File: config.mk
export PLATFORM = sky130hd
export DESIGN_NAME = board_ram_arbiter_flat
export DESIGN_NICKNAME = d
export VERILOG_FILES = /design/src/rtl/board_ram_arbiter_if.sv /design/src/rtl/board_ram_arbiter.sv /design/src/flat_wrapper.sv
export SDC_FILE = /design/constraint.sdc
export NUM_CORES = 1
export LEC_CHECK = 0
export BUFFER_PORTS_ARGS = -buffer_cell sky130_fd_sc_hd__buf_2
export CAP_MARGIN = 20
export CORE_ASPECT_RATIO = 0.5
export CORE_MARGIN = 2
export CORE_UTILIZATION = 37
export CTS_CLUSTER_SIZE = 40
export DETAILED_ROUTE_END_ITERATION = 12
export HOLD_SLACK_MARGIN = 0.08
export PLACE_DENSITY = 0.82
export SKIP_LAST_GASP = 1
export SYNTH_ARGS = -nofsm -noshare
export SYNTH_HDL_FRONTEND = slang
export SYNTH_SLANG_ARGS = --single-unit
File: constraint.sdc
create_clock -name clk_clk -period 1.4 [get_ports clk_clk]
set_input_delay 0.14 -clock clk_clk [delete_from_list [all_inputs] [get_ports clk_clk]]
set_output_delay 0.14 -clock clk_clk [all_outputs]
set_load 0.1 [all_outputs]
File: src/rtl/board_ram_arbiter_if.sv
// board_ram_arbiter_if
//   Bundles the three buses around the board RAM arbiter:
//     vga_*  : renderer read port (Avalon-MM style, read only)
//     cpu_*  : game-logic / Nios-bridge port (read and write)
//     mem_*  : single-port synchronous board RAM
//   Modports:
//     slave  : the arbiter's view (takes requests, drives the RAM)
//     master : the environment's view (masters plus the RAM itself)
//
//   Handshake: a request (vga_read, cpu_read or cpu_write) is accepted at a
//   rising edge when it is asserted and the matching waitrequest is low.
//   Masters hold address, data and control stable until accepted. Read data
//   comes back later, qualified by a one-cycle rvalid pulse.
interface board_ram_arbiter_if #(
    parameter int ADDR_W = 8,
    parameter int DATA_W = 8
);
    logic              vga_read;
    logic [ADDR_W-1:0] vga_addr;
    logic              vga_waitrequest;
    logic [DATA_W-1:0] vga_rdata;
    logic              vga_rvalid;

    logic              cpu_read;
    logic              cpu_write;
    logic [ADDR_W-1:0] cpu_addr;
    logic [DATA_W-1:0] cpu_wdata;
    logic              cpu_waitrequest;
    logic [DATA_W-1:0] cpu_rdata;
    logic              cpu_rvalid;

    logic [ADDR_W-1:0] mem_addr;
    logic              mem_we;
    logic [DATA_W-1:0] mem_wdata;
    logic [DATA_W-1:0] mem_rdata;

    modport slave (
        input  vga_read, vga_addr,
        input  cpu_read, cpu_write, cpu_addr, cpu_wdata,
        input  mem_rdata,
        output vga_waitrequest, vga_rdata, vga_rvalid,
        output cpu_waitrequest, cpu_rdata, cpu_rvalid,
        output mem_addr, mem_we, mem_wdata
    );

    modport master (
        output vga_read, vga_addr,
        output cpu_read, cpu_write, cpu_addr, cpu_wdata,
        output mem_rdata,
        input  vga_waitrequest, vga_rdata, vga_rvalid,
        input  cpu_waitrequest, cpu_rdata, cpu_rvalid,
        input  mem_addr, mem_we, mem_wdata
    );
endinterface

File: src/rtl/board_ram_arbiter.sv
// board_ram_arbiter
//   Shares one single-port synchronous board RAM between the VGA renderer
//   (read only, high priority) and the game-logic master (read/write).
//   Fixed priority with a starvation guard: after STARVE_MAX consecutive
//   denied CPU cycles the CPU is force-granted for one cycle.
//   Ports:
//     clk_clk        : system clock
//     reset_reset_n  : asynchronous active-low reset
//     bus            : vga_*, cpu_* and mem_* signals (slave modport)
//     dbg_tag        : read pipeline tag (NONE / VGA_RD / CPU_RD)
//     dbg_starve_cnt : current starvation counter
//   Read latency: a read accepted at edge n has its rvalid pulse in the
//   cycle after edge n+1 (RAM samples the address at n, data is captured
//   into the owner's rdata register at n+1).
module board_ram_arbiter #(
    parameter int ADDR_W     = 8,
    parameter int DATA_W     = 8,
    parameter int STARVE_MAX = 4   // legal range 1..15
) (
    input  logic                clk_clk,
    input  logic                reset_reset_n,
    board_ram_arbiter_if.slave  bus,
    output logic [1:0]          dbg_tag,
    output logic [3:0]          dbg_starve_cnt
);

    localparam logic [3:0] STARVE_LIM = 4'(STARVE_MAX);

    typedef enum logic [1:0] {
        TAG_NONE   = 2'd0,
        TAG_VGA_RD = 2'd1,
        TAG_CPU_RD = 2'd2
    } tag_t;

    tag_t              tag_q, tag_d;
    logic [3:0]        starve_q, starve_d;
    logic              cpu_req;
    logic              force_cpu;
    logic              grant_vga, grant_cpu;
    logic [ADDR_W-1:0] mem_addr_d;
    logic [DATA_W-1:0] vga_rdata_q, cpu_rdata_q;
    logic              vga_rvalid_q, cpu_rvalid_q;

    assign cpu_req   = bus.cpu_read | bus.cpu_write;
    assign force_cpu = cpu_req && (starve_q == STARVE_LIM);

    // Grants are held off during reset so the RAM sees no write and the
    // waitrequests stay high until reset_reset_n rises.
    always_comb begin
        grant_vga = 1'b0;
        grant_cpu = 1'b0;
        if (reset_reset_n) begin
            if (force_cpu)         grant_cpu = 1'b1;
            else if (bus.vga_read) grant_vga = 1'b1;
            else if (cpu_req)      grant_cpu = 1'b1;
        end
    end

    always_comb begin
        mem_addr_d = '0;
        if (grant_cpu)      mem_addr_d = bus.cpu_addr;
        else if (grant_vga) mem_addr_d = bus.vga_addr;
    end

    assign bus.vga_waitrequest = ~reset_reset_n | (bus.vga_read & ~grant_vga);
    assign bus.cpu_waitrequest = ~reset_reset_n | (cpu_req & ~grant_cpu);
    assign bus.mem_addr        = mem_addr_d;
    assign bus.mem_we          = grant_cpu & bus.cpu_write;
    assign bus.mem_wdata       = bus.cpu_wdata;

    // Next-state: tag records who owns the read sampled at this edge.
    // A CPU request with both read and write high is a write, so no tag.
    always_comb begin
        tag_d    = TAG_NONE;
        starve_d = starve_q;
        if (grant_vga)
            tag_d = TAG_VGA_RD;
        else if (grant_cpu && !bus.cpu_write)
            tag_d = TAG_CPU_RD;

        if (!cpu_req || grant_cpu)
            starve_d = 4'd0;
        else if (starve_q != STARVE_LIM)
            starve_d = starve_q + 4'd1;
    end

    always_ff @(posedge clk_clk or negedge reset_reset_n) begin
        if (!reset_reset_n) begin
            tag_q    <= TAG_NONE;
            starve_q <= 4'd0;
        end else begin
            tag_q    <= tag_d;
            starve_q <= starve_d;
        end
    end

    // Return path: one edge after acceptance the RAM output is valid and is
    // steered to the owner. rdata holds after the rvalid pulse.
    always_ff @(posedge clk_clk or negedge reset_reset_n) begin
        if (!reset_reset_n) begin
            vga_rvalid_q <= 1'b0;
            cpu_rvalid_q <= 1'b0;
            vga_rdata_q  <= '0;
            cpu_rdata_q  <= '0;
        end else begin
            vga_rvalid_q <= (tag_q == TAG_VGA_RD);
            cpu_rvalid_q <= (tag_q == TAG_CPU_RD);
            if (tag_q == TAG_VGA_RD) vga_rdata_q <= bus.mem_rdata;
            if (tag_q == TAG_CPU_RD) cpu_rdata_q <= bus.mem_rdata;
        end
    end

    assign bus.vga_rvalid = vga_rvalid_q;
    assign bus.cpu_rvalid = cpu_rvalid_q;
    assign bus.vga_rdata  = vga_rdata_q;
    assign bus.cpu_rdata  = cpu_rdata_q;

    assign dbg_tag        = tag_q;
    assign dbg_starve_cnt = starve_q;

endmodule

File: src/flat_wrapper.sv
// flat-port wrapper written by rule: the top's interface ports become plain ports
module board_ram_arbiter_flat 
#(
    parameter int ADDR_W     = 8,
    parameter int DATA_W     = 8,
    parameter int STARVE_MAX = 4                       
)
  (clk_clk, reset_reset_n, dbg_tag, dbg_starve_cnt, bus_vga_read, bus_vga_addr, bus_cpu_read, bus_cpu_write, bus_cpu_addr, bus_cpu_wdata, bus_mem_rdata, bus_vga_waitrequest, bus_vga_rdata, bus_vga_rvalid, bus_cpu_waitrequest, bus_cpu_rdata, bus_cpu_rvalid, bus_mem_addr, bus_mem_we, bus_mem_wdata);
  board_ram_arbiter_if #(.ADDR_W(ADDR_W), .DATA_W(DATA_W)) bus_i ();
  input  logic clk_clk;
  input  logic reset_reset_n;
  output logic [1:0] dbg_tag;
  output logic [3:0] dbg_starve_cnt;
  input wire logic [$bits(bus_i.vga_read)-1:0] bus_vga_read;
  input wire logic [$bits(bus_i.vga_addr)-1:0] bus_vga_addr;
  input wire logic [$bits(bus_i.cpu_read)-1:0] bus_cpu_read;
  input wire logic [$bits(bus_i.cpu_write)-1:0] bus_cpu_write;
  input wire logic [$bits(bus_i.cpu_addr)-1:0] bus_cpu_addr;
  input wire logic [$bits(bus_i.cpu_wdata)-1:0] bus_cpu_wdata;
  input wire logic [$bits(bus_i.mem_rdata)-1:0] bus_mem_rdata;
  output wire logic [$bits(bus_i.vga_waitrequest)-1:0] bus_vga_waitrequest;
  output wire logic [$bits(bus_i.vga_rdata)-1:0] bus_vga_rdata;
  output wire logic [$bits(bus_i.vga_rvalid)-1:0] bus_vga_rvalid;
  output wire logic [$bits(bus_i.cpu_waitrequest)-1:0] bus_cpu_waitrequest;
  output wire logic [$bits(bus_i.cpu_rdata)-1:0] bus_cpu_rdata;
  output wire logic [$bits(bus_i.cpu_rvalid)-1:0] bus_cpu_rvalid;
  output wire logic [$bits(bus_i.mem_addr)-1:0] bus_mem_addr;
  output wire logic [$bits(bus_i.mem_we)-1:0] bus_mem_we;
  output wire logic [$bits(bus_i.mem_wdata)-1:0] bus_mem_wdata;
  assign bus_i.vga_read = bus_vga_read;
  assign bus_i.vga_addr = bus_vga_addr;
  assign bus_i.cpu_read = bus_cpu_read;
  assign bus_i.cpu_write = bus_cpu_write;
  assign bus_i.cpu_addr = bus_cpu_addr;
  assign bus_i.cpu_wdata = bus_cpu_wdata;
  assign bus_i.mem_rdata = bus_mem_rdata;
  assign bus_vga_waitrequest = bus_i.vga_waitrequest;
  assign bus_vga_rdata = bus_i.vga_rdata;
  assign bus_vga_rvalid = bus_i.vga_rvalid;
  assign bus_cpu_waitrequest = bus_i.cpu_waitrequest;
  assign bus_cpu_rdata = bus_i.cpu_rdata;
  assign bus_cpu_rvalid = bus_i.cpu_rvalid;
  assign bus_mem_addr = bus_i.mem_addr;
  assign bus_mem_we = bus_i.mem_we;
  assign bus_mem_wdata = bus_i.mem_wdata;
  board_ram_arbiter #(.ADDR_W(ADDR_W), .DATA_W(DATA_W), .STARVE_MAX(STARVE_MAX)) u_core (.clk_clk(clk_clk), .reset_reset_n(reset_reset_n), .bus(bus_i), .dbg_tag(dbg_tag), .dbg_starve_cnt(dbg_starve_cnt));
endmodule
# Word-level counts from Yosys, hierarchy flattened
# Cells that the tools add are included.
# totals
register_bits	24
out_inout_bits	43
wordCells	39
# classes
n_addsub	1
n_eq_ne	4
n_mux	13
n_bitwise	9
reduce_logical	6
# ops
cell	count
two-way mux 8 bit	2
two-way mux 4 bit	2
two-way mux 1 bit	7
adder 4 x 1 -> 4 bit, second input constant	1
equality test 4 x 3 -> 1 bit, second input constant	1
two-way mux 2 bit	2
inequality test 4 x 3 -> 1 bit, second input constant	1
AND 1 bit	3
NOT 1 bit	3
OR 1 bit	3
equality test 2 x 1 -> 1 bit, second input constant	1
equality test 2 bit, second input constant	1
logical AND 1 bit	2
zero test 1 bit	2
nonzero test 2 bit	1
logical OR 1 bit	1

# Depth between registers and ports, before layout
# depth
depth_word	8
ltp_mapped	5

# Least setup slack after synthesis
# OpenSTA, ideal clock, no wires.
# synth_timing
kind	reg2out
from	reg u_core.starve_q[0], in the netlist u_core.dbg_starve_cnt[0]
to	out bus_cpu_waitrequest
arrival_time_ps	3622
t_required_ps	1260
path_slack_ps	-2362
stages_incl_launch_ff	5
cell_sequence	dfrtp_1 > inv_1 > ha_1 > and3b_1 > o21ai_0
# synth_between
elab_chain_len	7
# synth_lines
element	line	text
from (decl)	board_ram_arbiter.sv:36	logic [3:0] starve_q, starve_d;
from (signal assigned)	board_ram_arbiter.sv:93	starve_q <= starve_d;
equality test 4 x 3 -> 1 bit	board_ram_arbiter.sv:45	assign force_cpu = cpu_req && (starve_q == STARVE_LIM);
logical AND 1 bit	board_ram_arbiter.sv:45	
two-way mux 1 bit	board_ram_arbiter.sv:53	if (force_cpu) grant_cpu = 1'b1;
two-way mux 1 bit	board_ram_arbiter.sv:52	if (reset_reset_n) begin
NOT 1 bit	board_ram_arbiter.sv:66	assign bus.cpu_waitrequest = ~reset_reset_n | (cpu_req & ~grant_cpu);
AND 1 bit	board_ram_arbiter.sv:66	
OR 1 bit	board_ram_arbiter.sv:66	
to (decl)	flat_wrapper.sv:24	output wire logic [$bits(bus_i.cpu_waitrequest)-1:0] bus_cpu_waitrequest;
# Every way passes these cells.

# Final worst setup path
# layout_timing
from	reg u_core.starve_q[0], in the netlist u_core.dbg_starve_cnt[0]
to	out bus_mem_addr[2]
# layout_between
elab_chain_len	6
elab_cells_between_ends	8
classes_between	1 x eq/ne; 6 x mux; 1 x reduce/logical
# layout_lines
element	line	text
equality test 4 x 3 -> 1 bit *	board_ram_arbiter.sv:45	
logical AND 1 bit *	board_ram_arbiter.sv:45	
two-way mux 1 bit	board_ram_arbiter.sv:53	
two-way mux 1 bit	board_ram_arbiter.sv:52	
two-way mux 8 bit	board_ram_arbiter.sv:62	else if (grant_vga) mem_addr_d = bus.vga_addr;
two-way mux 8 bit *	board_ram_arbiter.sv:61	if (grant_cpu) mem_addr_d = bus.cpu_addr;
to (decl)	flat_wrapper.sv:27	output wire logic [$bits(bus_i.mem_addr)-1:0] bus_mem_addr;
# Mark *: on every way between the ends. The rest lies on a longest branch, timed or not.

==> results.md <==
- Status: finished with violations
- Failing checks: negative setup slack
- Static Leak: ~0.94 nW
- Final TNS setup: -5430 ps
- Max cap viols: 0
- Cell-internal power: 1.93 mW
- Power Dens Cells: 2110 nW/µm²
- Setup violators final: 16
- Count of non-filler cells in the finished layout: 221
- DP HPWL: 2.28 mm
- CTS buffer count: 3
- Antenna-violating nets left: 0
- CTS tree: built
- Number of global-route vias before repair: around 1,100
- Post-Route WL: 2.99 mm
- Distinct cell type count after synthesis: 28
- Layout cells sized above 1: 0.691
- NumNets Final: 221
- Clock Path Buffers: 2
- Final GP Congestion: 0.838
- Reg2Reg Setup Slack: -160 ps
- Seq/Total Area, Yosys: 0.509
- Hold Crit Depth: 2
- Net Count, Synth: 148
- Comb pwr share: 0.633
- CP max stage cell: dfrtp_4
- RSZ-0062 raised after global routing: true
- Crit start category: register
- Placed cells: 214
- Reg2reg start: u_core.dbg_starve_cnt[0]
- DR vias/cell: about 4.8
- CP Cell Sequence: inv_4 > ha_4 > nand3b_1 > a21o_4 > o22ai_4 > buf_12
- Post-route clock period utilization: 1.37
- Setup Skew: 0.913 ps
- Cells after Synth: approximately 110
- Max Clk Rate: 523 MHz
- Synthesized cell area: between 1000 and 1500 µm²
- Final hold viol count: 0
- Crit-path max cell delay: 500 ps
- Antenna diode count: 0
- DR pass1 iterations: 3
- Area Growth Syn to Fin: 73.4%
- First-pass GRT wire length: 4.85 mm
- Min-delay src: bus_mem_rdata[5]
- # H-tree levels: 1
- Synthesized area per cell: 10.8 µm²
- Type of the most critical hold path: primary input to register
- Crit path required time: about 1300 ps
- Vias: ~1,100
- Final WS setup: -511 ps
- Initial antenna violation count: 0
- GRT Overall Usage: 0.169
- Sw frac: 0.553
- Initial DRC Count: 17
- DRC errors left: 0
- Clock network power share: 0.139
- Crit path capture type: primary output
- Routed len/inst: 13.5 µm
- Clock Sinks: 24
- Hold endpoint: u_core.bus.cpu_rdata[5]
- CP arrival: around 1800 ps
- Pin count of the biggest net entering global routing: 16
- Die height: 43.9 µm
- Worst R2R End: u_core.dbg_starve_cnt[0]
- VDD IR-drop max: 0.00122 V
- Grt ovf: 0
- Port-buffer cells: 63
- Synthesis-stage register bit count: 24
- Core Region: 3010 µm²
- Sequential share of power: 0.228
- Std-Cell Rows: 14
- CP Class: register to primary output
- Initial Utilization: 0.392
- R2R depth: 6
- Boundary Pins: 80
- Clk root buf: clkbuf_8
- Filler cells: 229
- P_sw: 2.39 mW
- CTS clock-pin slew for the worst setup and hold paths: 80 ps
- Pins Over Slew Limit: 0
- Clock latency on the worst-skew pair: 260 ps
- Least-Margin Pin Slew: between 600 and 700 ps
- Die ar.: between 3000 and 4000 µm²
- Most frequent cells in the layout: 52 x buf_2, 18 x dfrtp_1, 17 x nand2_1
- CP max FO: 8
- Max-slew headroom: 0.565
- Die W: about 84 µm
- Minimum clock period: 1910 ps
- Commonest non-fill, non-tap cell in the layout: buf_2
- Yosys warnings: 0
[layer usage]
metal  track usage  routed length, µm  vias up
met3        0.0362                161       11
met5             0                  0        -
met4        0.0742                 54        0
met1         0.186               1150      502
met2         0.326               1620       31
li1              -                  -      516
[critical path, delay by kind of cell (launching register included)]
kind                       cells  cell delay (ps)
buffers and inverters          2              270
and+or+nand+nor                1              120
AOI/OAI and AO/OA              2              500
DFF                            1              500
adders and majority gates      1              120
[stage by stage]
stage / hold slack [ps] / instance area (µm²) / setup slack (ps) / total power [mW] / util
2_1_floorplan: -156 / 1330 / -737 / 3.17 / -
3_3_place_gp: 147 / 1900 / -181 / 3.62 / 0.631
3_5_place_dp: 144 / 1900 / -224 / 3.66 / 0.631
4_1_cts: 108 / 2020 / -519 / 4.32 / 0.671
5_1_grt: 104 / 2050 / -566 / 4.49 / 0.679
6_report: 113 / 2050 / -511 / 4.33 / 0.679
[power by group through the flow]
stage / Sequential (mW) / Combinational (mW) / Clock [mW]
after floorplan: 2.42 / 0.756 / 0
after global placement: 0.989 / 2.63 / 0
after global routing: 1.01 / 2.83 / 0.644
after CTS: 0.985 / 2.72 / 0.615
after detailed placement: 1.00 / 2.66 / 0
final: 0.987 / 2.74 / 0.601
[cell usage after synthesis]
master,instances,area share
nor2_2,1,0.0053
xnor2_1,1,0.0074
and4b_1,1,0.0085
and3_1,1,0.0053
buf_4,8,0.051
xor2_1,1,0.0074
nand3_1,3,0.013
o22ai_1,8,0.042
a21oi_1,2,0.0085
and2_1,1,0.0053
nand2b_1,1,0.0053
nor2b_1,3,0.016
inv_1,4,0.013
and3b_1,1,0.0074
nand2_1,17,0.054
buf_2,2,0.0085
o211ai_1,1,0.0064
dfrtp_1,24,0.51
or3_1,1,0.0053
nor2_1,1,0.0032
nor4_1,1,0.0053
o21ai_0,3,0.013
clkbuf_1,2,0.0064
a21o_1,1,0.0064
ha_1,2,0.021
a221oi_1,1,0.0074
nand3b_1,1,0.0064
mux2_2,16,0.15
[logic make-up after synthesis]
| logic type | after synthesis | share of synthesized area |
|---|---|---|
| XOR/XNOR | 2 | 0.0148 |
| AND/OR/NAND/NOR | 33 | 0.140 |
| multiplexers | 16 | 0.153 |
| flip-flops | 24 | 0.509 |
| AO/OA/AOI/OAI | 16 | 0.0838 |
| buffers and inverters | 16 | 0.0785 |
| adder cells (fa/ha/maj) | 2 | 0.0212 |
[flip-flops by register name (all words and copies together) (netlist names)]
register,flops
u_core.bus.cpu_rdata,8
u_core.bus.vga_rdata,8
u_core.dbg_starve_cnt,4
u_core.dbg_tag,2
u_core.bus.cpu_rvalid,1
u_core.bus.vga_rvalid,1
[how the worst max path moves through the flow]
stage	end	slack [ps]	cells after the start	start
after floorplan	bus_mem_addr[0]	-740	5	u_core.dbg_starve_cnt[0]
after global placement	bus_mem_addr[3]	-180	6	u_core.dbg_starve_cnt[0]
after detailed placement	bus_vga_waitrequest	-220	7	u_core.dbg_starve_cnt[0]
after CTS	bus_mem_addr[2]	-520	6	u_core.dbg_starve_cnt[0]
after global routing	bus_mem_addr[2]	-570	6	u_core.dbg_starve_cnt[0]
final	bus_mem_addr[2]	-510	6	u_core.dbg_starve_cnt[0]
[area by class of cell]
cell class | count | area [µm²] | area share
Multi-Input combinational cell | 69 | 664 | 0.325
Inverter | 4 | 17.5 | 0.00856
Clock inverter | 1 | 30.0 | 0.0147
Sequential cell | 24 | 616 | 0.301
Tap cell | 40 | 50.0 | 0.0245
Timing Repair Buffer | 80 | 627 | 0.306
Clock buffer | 3 | 41.3 | 0.0202
[repair_timing]
item | CTS | global route
cloned | 0 | 0
endpoints found under the setup margin | 16 | 16
hold endpoints to repair | 24 | 0
gates resized for setup | 4 | 5
hold buffers | 1 | 0
pin swaps | 2 | 3
setup buffers | 2 | 0
No activity file was read; power rests on OpenSTA's default activity.
